File: src/rtl/ser_univ.sv
// ser_univ: universal shift register with serial/parallel I/O and a frame counter
module ser_univ #(
    parameter int WIDTH = 4,
    parameter logic [WIDTH-1:0] RESET_VAL = '0,
    localparam int CW = $clog2(WIDTH + 1)
) (
    input  logic             clk,
    input  logic             reset,
    input  logic [1:0]       mode,
    input  logic             sin,
    input  logic [WIDTH-1:0] pin,
    output logic [WIDTH-1:0] pout,
    output logic             sout,
    output logic [CW-1:0]    count,
    output logic             frame_done
);
    localparam logic [CW-1:0] FULL = CW'(WIDTH);
    logic             shift;
    logic [WIDTH-1:0] pout_n;
    logic             sout_n;
    logic [CW-1:0]    count_n;
    always_comb begin
        shift   = mode[0] ^ mode[1];
        pout_n  = mode == 2'b11 ? pin :
                  mode == 2'b01 ? {pout[WIDTH-2:0], sin} :
                  mode == 2'b10 ? {sin, pout[WIDTH-1:1]} : pout;
        sout_n  = mode == 2'b01 ? pout[WIDTH-1] : mode == 2'b10 ? pout[0] : sout;
        // a full counter wraps straight to 1 so back-to-back frames have no gap
        count_n = mode == 2'b11 ? '0 :
                  shift ? (count == FULL ? CW'(1) : count + 1'b1) : count;
    end
    always_ff @(posedge clk) begin
        if (reset) begin
            pout       <= RESET_VAL;
            sout       <= 1'b0;
            count      <= '0;
            frame_done <= 1'b0;
        end else begin
            pout       <= pout_n;
            sout       <= sout_n;
            count      <= count_n;
            frame_done <= shift && count_n == FULL;
        end
    end
endmodule
File: config.mk
export PLATFORM = sky130hd
export DESIGN_NAME = ser_univ
export DESIGN_NICKNAME = d
export VERILOG_FILES = /design/src/rtl/ser_univ.sv
export SDC_FILE = /design/constraint.sdc
export NUM_CORES = 1
export LEC_CHECK = 0
export BUFFER_PORTS_ARGS = -buffer_cell sky130_fd_sc_hd__buf_2
export CORE_AREA = 8 8 45 47
export DETAILED_ROUTE_END_ITERATION = 8
export DIE_AREA = 0 0 53 55
export GPL_TIMING_DRIVEN = 0
export HOLD_SLACK_MARGIN = 0.03
export PLACE_DENSITY = 0.69
export SETUP_SLACK_MARGIN = 0.2
export SYNTH_ARGS = -nofsm -noshare
export SYNTH_HDL_FRONTEND = slang
export SYNTH_SLANG_ARGS = --single-unit
File: constraint.sdc
create_clock -name clk -period 1.7 [get_ports clk]
set_clock_uncertainty 0.1 [all_clocks]
set_input_delay 0 -clock clk [delete_from_list [all_inputs] [get_ports clk]]
set_output_delay 0 -clock clk [all_outputs]
set_load 0.05 [all_outputs]
==> results of run 1 <==
cell usage in the layout, fill, tap and decap left out, types with 2 or more instances in the layout:
cell,netlist,final
sky130_fd_sc_hd__dfxtp_1,9,7
sky130_fd_sc_hd__a211oi_1,5,5
sky130_fd_sc_hd__mux2i_1,2,2
sky130_fd_sc_hd__nand2_1,4,4
sky130_fd_sc_hd__ha_1,5,5
sky130_fd_sc_hd__o32ai_1,4,4
sky130_fd_sc_hd__clkbuf_4,0,3
sky130_fd_sc_hd__dlygate4sd3_1,0,5
sky130_fd_sc_hd__nor2b_1,8,8
sky130_fd_sc_hd__buf_2,2,18
sky130_fd_sc_hd__nor2_1,2,2
sky130_fd_sc_hd__inv_1,4,4
sky130_fd_sc_hd__nor3_1,2,2
sky130_fd_sc_hd__dfxtp_2,0,2
layout make-up:
class                           instances  area (um^2)  share of cell area
Inverter                                4         15.0              0.0215
Sequential cell                         9          183               0.262
Clock buffer                            4         26.3              0.0376
Buffer                                  4         28.8              0.0412
Multi-Input combinational cell         40          295               0.423
Tap cell                               16         20.0              0.0287
Timing Repair Buffer                   21          130               0.186
worst min-delay path by stage:
stage          start  endpoint  slack [ns]  depth (start not counted)
3_5_place_dp   reset  count[1]        0.12                          2
5_1_grt          sin   pout[0]        0.11                          3
2_1_floorplan  reset  count[1]        0.09                          2
3_3_place_gp   reset  count[1]        0.11                          2
4_1_cts          sin   pout[0]        0.08                          3
6_report         sin   pout[0]        0.09                          3
power groups by stage:
stage | Clock [uW] | Sequential, uW | Combinational (uW)
floorplan | 0 | 288 | 65.1
CTS | 173 | 238 | 158
finish | 171 | 238 | 157
global route | 177 | 240 | 169
global placement | 0 | 242 | 146
detailed placement | 0 | 242 | 149
registers in the layout, indices dropped and copies added (netlist names):
register	count
count	3
frame_done	1
pout	4
sout	1
worst max-delay path: cells and delay by family, from the launching register on:
| kind | cells | cell delay (ns) |
|---|---|---|
| compound gates | 1 | 0.23 |
| fa+ha+maj | 1 | 0.19 |
| buf+inv | 1 | 0.05 |
| flops | 1 | 0.35 |
| simple gates | 2 | 0.27 |
metal layers:
metal | global-route usage | part of all wire | up-vias | routed length (um)
li1 | - | - | 252 | -
met1 | 0.102 | 0.43 | 228 | 510
met2 | 0.135 | 0.51 | 11 | 596
met3 | 0.0107 | 0.053 | 2 | 62
met4 | 0.0647 | 0.0085 | 0 | 10
met5 | 0 | 0 | - | 0
cell families (layout without fill, tap and decap cells):
kind of cell | Yosys count | count (layout) | synth area share
flops | 9 | 9 | 0.347
buf+inv | 8 | 33 | 0.0843
fa+ha+maj | 5 | 5 | 0.120
mux | 2 | 2 | 0.0386
compound gates | 13 | 13 | 0.190
simple gates | 20 | 20 | 0.219
per-stage QoR:
stage | utilization | instance area [um^2]
floorplan | - | 522
global placement | 0.449 | 622
detailed placement | 0.449 | 622
CTS | 0.505 | 698
global route | 0.505 | 698
finish | 0.505 | 698
==> flow_metrics.tcl, run 1 <==
set metrics [dict create \
    detail_route.first_pass.iterations 4 \
    ys_dominant_reg_cell "sky130_fd_sc_hd__dfxtp_1" \
    port_buffers 16 \
    synthesis.area_um2 519 \
    max_stage_delay_ns 0.35 \
    avgSynthCellArea_um2 9.11 \
    place_inst 89 \
    number_of_design_rule_violations_left_after_detail_routing 0 \
    final.fill_count 134 \
    power_density_over_cell_area_nw_per_um2 811 \
    post-dp-hpwl_um 914 \
    synth_largest_type_area_fraction 0.347 \
    final_antenna_net_count 0 \
    slew_headroom 0.776 \
    floorplan.initialDensity 0.375 \
    worstHoldPathType "input pin to flop" \
    numCtsBuffers 3 \
    power.share.switching 0.335 \
    yosys.cell_count.top_type "sky130_fd_sc_hd__dfxtp_1" \
    antenna_cells 0 \
    cts_root_buf "sky130_fd_sc_hd__clkbuf_4" \
    synth_seq_area_share 0.347 \
    launch_point_of_the_worst_reg_to_reg_path "count[0]" \
    clk_transition_reported_paths_ns 0.07 \
    yosys-top-cells-area "sky130_fd_sc_hd__dfxtp_1 (35%), sky130_fd_sc_hd__ha_1 (12%), sky130_fd_sc_hd__nor2b_1 (9.6%)" \
    row_count 14 \
    post_synth_most_frequent_cells "sky130_fd_sc_hd__dfxtp_1 (9), sky130_fd_sc_hd__nor2b_1 (8), sky130_fd_sc_hd__a211oi_1 (5), sky130_fd_sc_hd__ha_1 (5)" \
    critical_path.slowest_cell "sky130_fd_sc_hd__dfxtp_2" \
    cts_resized 0 \
    worst-endpoint-required_ns 1.77 \
    vias_per_cell 5.03 \
    ctsLongestPathBuffers 2 \
    critPathLaunchType "flop" \
    worst_margin_pin_slew_ns 0.328 \
    post-route-worst-setup-slack_ns 0.427 \
    final-setup-viol-count 0 \
    grt_first_pass_wirelength_um 1860 \
    ys_ff_latch 9 \
    number_of_buffers_added_for_setup_after_cts 0 \
    clkSinkCount 9 \
    gp_congestion 0.778 \
    max_cap_viol 0 \
    synthCells 57 \
    seq_power_share 0.420 \
    fin_worst_hold_slack_ns 0.0929 \
    arrival_ns 1.34 \
    cts_tree "yes" \
    grt_overflow_total 0 \
    worst_setup_path_endpoint "frame_done" \
    antenna_found_initial 0 \
    cts-htree-levels 1 \
    number_of_flops_mapped_to_enable_cells_by_yosys 0 \
    status "complete, no violations" \
    overall_power_after_layout_uw 566 \
    irDropWorstVdd_mv 0.282 \
    yosysUniqueCellTypes 21 \
    leakagePower_uw 0.000323 \
    setup-tns-final_ns 0 \
    grt_pass1_vias 442 \
    clock.fmax_mhz 785 \
    track_usage 0.0849 \
    cts_hold_buf 5 \
    io-pin-count 18 \
    cell_taking_the_most_area_after_synthesis "sky130_fd_sc_hd__dfxtp_1" \
    synth_fp_nets 71 \
    die-area_um2 2920 \
    reg2reg_end "frame_done" \
    final_min_period_over_clock_period 0.749 \
    crit_path_start "count[0]" \
    route.final.wire_length_um 1180 \
    final.min_clock_period_ns 1.27 \
    placeableCoreArea_um2 1380 \
    critPathMaxFanout 5 \
    flop2flop_setup_slack_ns 0.43 \
    async_flop_share 0 \
    finish.net_count 97 \
    layout_stage_area_growth_over_the_synthesis_result_pct 34.5 \
    clk_latency_ns 0.26 \
    initialDrtViolationCount 11 \
    finalHoldViolations 0 \
    final-max-slew-violation-count 0 \
    dpl_worst_slack_ns 0.434 \
    final_layout_size_suffix_gt1_frac 0.317 \
    wl_per_cell_um 12.0 \
    ys_warn_count 0 \
    final-instance-count-excl-fill 98 \
    num_vias 493 \
    critical_path_class "flop to flop" \
    setup_repair_after_global_routing_missed_its_margin "false" \
    combPwrFrac 0.277 \
    crit_path_cell_trace "inv_1 -> ha_1 -> a21boi_0 -> nand3b_1 -> nor4_1" \
    p_int_uw 376 \
    die_h_um 55 \
    netSwitchingPower_uw 190 \
    grt_start_max_net_pins 11 \
    pwr-share-clk 0.303 \
    reg2regPathDepth 5 \
    critPathCaptureType "flop" \
    fp.dieW_um 53 \
]
Power figures use the tool's default switching activity.
==> run 2, diff against run 1 <==
==> constraint.sdc (replaced) <==
create_clock -name clk -period 1.2 [get_ports clk]
set_clock_uncertainty 0.1 [all_clocks]
set_input_delay 0 -clock clk [delete_from_list [all_inputs] [get_ports clk]]
set_output_delay 0 -clock clk [all_outputs]
set_load 0.05 [all_outputs]
==> run 2 against run 1 <==
Net effect:
- the flow now finishes with violations (hold timing)
- sequential power is 42% higher
- setup slack got worse by 0.41 ns
- critical endpoint unchanged
- count of clock-buffer cells in the layout unchanged
- first-iteration DRC count fell by 45%
- register-to-register slack worse by 0.41 ns
- wire length is 9.3% higher
- core utilization grew 2.4 points
==> flow_metrics.tcl, run 2 (synthesis gave the netlist of run 1 again) <==
set metrics [dict create \
    clkSinkCount 9 \
    critPathMaxFanout 4 \
    antenna_found_initial 0 \
    worst_margin_pin_slew_ns 0.312 \
    num_vias 484 \
    cts_root_buf "sky130_fd_sc_hd__clkbuf_4" \
    final_antenna_net_count 0 \
    largest_register_ff_count 4 \
    fin_worst_hold_slack_ns -0.163 \
    violations_in_the_final_reports "hold timing" \
    slew_headroom 0.787 \
    final-setup-viol-count 0 \
    worstHoldPathType "input pin to flop" \
    critPathCaptureType "flop" \
    clock.fmax_mhz 842 \
    place_inst 89 \
    ctsLongestPathBuffers 2 \
    finalHoldViolations 9 \
    grt_first_pass_wirelength_um 2060 \
    route.final.wire_length_um 1290 \
    cts-htree-levels 1 \
    grt_use_met2 0.156 \
    gp_congestion 0.746 \
    largest_registers "pout x4, count x3" \
    layout.cells.most_common "sky130_fd_sc_hd__buf_2" \
    flop2flop_setup_slack_ns 0.01 \
    final-max-slew-violation-count 0 \
    die-area_um2 2920 \
    wl_per_cell_um 13.9 \
    io-pin-count 18 \
    power_density_over_cell_area_nw_per_um2 1120 \
    final_min_period_over_clock_period 0.990 \
    fp.dieW_um 53 \
    use_met1 0.107 \
    clk_transition_reported_paths_ns 0.06 \
    layout_common_cells "sky130_fd_sc_hd__buf_2 (14), sky130_fd_sc_hd__clkbuf_4 (7), sky130_fd_sc_hd__nor2b_1 (6)" \
    numCtsBuffers 3 \
    port_buffers 16 \
    layout_stage_area_growth_over_the_synthesis_result_pct 40.7 \
    row_count 14 \
    finish.net_count 92 \
    track_usage 0.0985 \
    grt_use_met3 0.0321 \
    top_usage_layer "met2" \
    vias_per_cell 5.20 \
    setup_repair_after_global_routing_missed_its_margin "true" \
    power.share.switching 0.337 \
    irDropWorstVdd_mv 0.559 \
    clk_latency_ns 0.26 \
    number_of_design_rule_violations_left_after_detail_routing 0 \
    die_h_um 55 \
    netSwitchingPower_uw 276 \
    detail_route.first_pass.iterations 3 \
    number_of_buffers_added_for_setup_after_cts 0 \
    grt_start_max_net_pins 11 \
    cts_tree "yes" \
    initialDrtViolationCount 6 \
    final-instance-count-excl-fill 93 \
    grt_overflow_total 0 \
    grt_pass1_vias 475 \
    pwr-share-clk 0.288 \
    registers.top_by_ff_count "pout" \
    status "finished with violations" \
    antenna_cells 0 \
    critPathLaunchType "flop" \
    placeableCoreArea_um2 1380 \
    critical_path_class "flop to flop" \
    final.min_clock_period_ns 1.19 \
    seq_power_share 0.414 \
    combPwrFrac 0.298 \
    final_layout_size_suffix_gt1_frac 0.545 \
    post-dp-hpwl_um 977 \
    max_cap_viol 0 \
    p_int_uw 543 \
    arrival_ns 1.26 \
    leakagePower_uw 0.000315 \
    floorplan.initialDensity 0.375 \
    worst-endpoint-required_ns 1.27 \
]
==> run 2: cell type report <==
| cell class | instances | area [um^2] |
|---|---|---|
| Fill cell | 141 | 653 |
| Inverter | 4 | 17.5 |
| Clock buffer | 4 | 26.3 |
| Tap cell | 16 | 20.0 |
| Multi-Input combinational cell | 40 | 345 |
| Sequential cell | 9 | 203 |
| Buffer | 4 | 31.3 |
| Timing Repair Buffer | 16 | 87.6 |
==> run 2: power by group through the flow <==
stage	clock, uW	sequential (uW)	combinational [uW]
final	236	339	244
after global routing	257	343	266
after CTS	244	338	230
after detailed placement	0	344	224
after global placement	0	342	218
after floorplan	0	409	101
==> run 2: stage by stage <==
step	total power (uW)	worst slack [ns]	util	setup TNS (ns)	area [um^2]
floorplan	510	-0.0367	-	-0.0367	558
finish	819	0.0122	0.528	0	731
global route	865	-0.0585	0.528	-0.0616	731
CTS	812	-0.00489	0.503	-0.00489	696
detailed placement	568	0.000615	0.476	0	658
global placement	560	-0.00905	0.476	-0.0130	658
==> run 2: worst paths after layout <==
| path | from | endpoint | cells past startpoint |
|---|---|---|---|
| setup / recovery | count[1] | frame_done | 4 |
| setup reg to reg | count[1] | frame_done | 4 |
| hold / removal | reset | count[1] | 2 |
| hold reg to reg | sout | sout | 2 |
==> run 2: critical path, stage by stage, from the launching register on <==
cell,delay (ns)
sky130_fd_sc_hd__dfxtp_4,0.38
sky130_fd_sc_hd__inv_4,0.04
sky130_fd_sc_hd__ha_4,0.23
sky130_fd_sc_hd__nand3b_1,0.15
sky130_fd_sc_hd__nor4_1,0.21
==> run 2: metal layers <==
metal  vias up  share of wire
li1        243              -
met1       222           0.44
met2        15           0.48
met3         4          0.064
met4         0          0.023
met5         -              0
==> run 2: repair_timing <==
| item | CTS | global route |
|---|---|---|
| resized for setup | 4 | 10 |
| endpoints found under the hold margin | 9 | 9 |
| pin swaps | 1 | 2 |
| endpoints found under the setup margin | 5 | 12 |
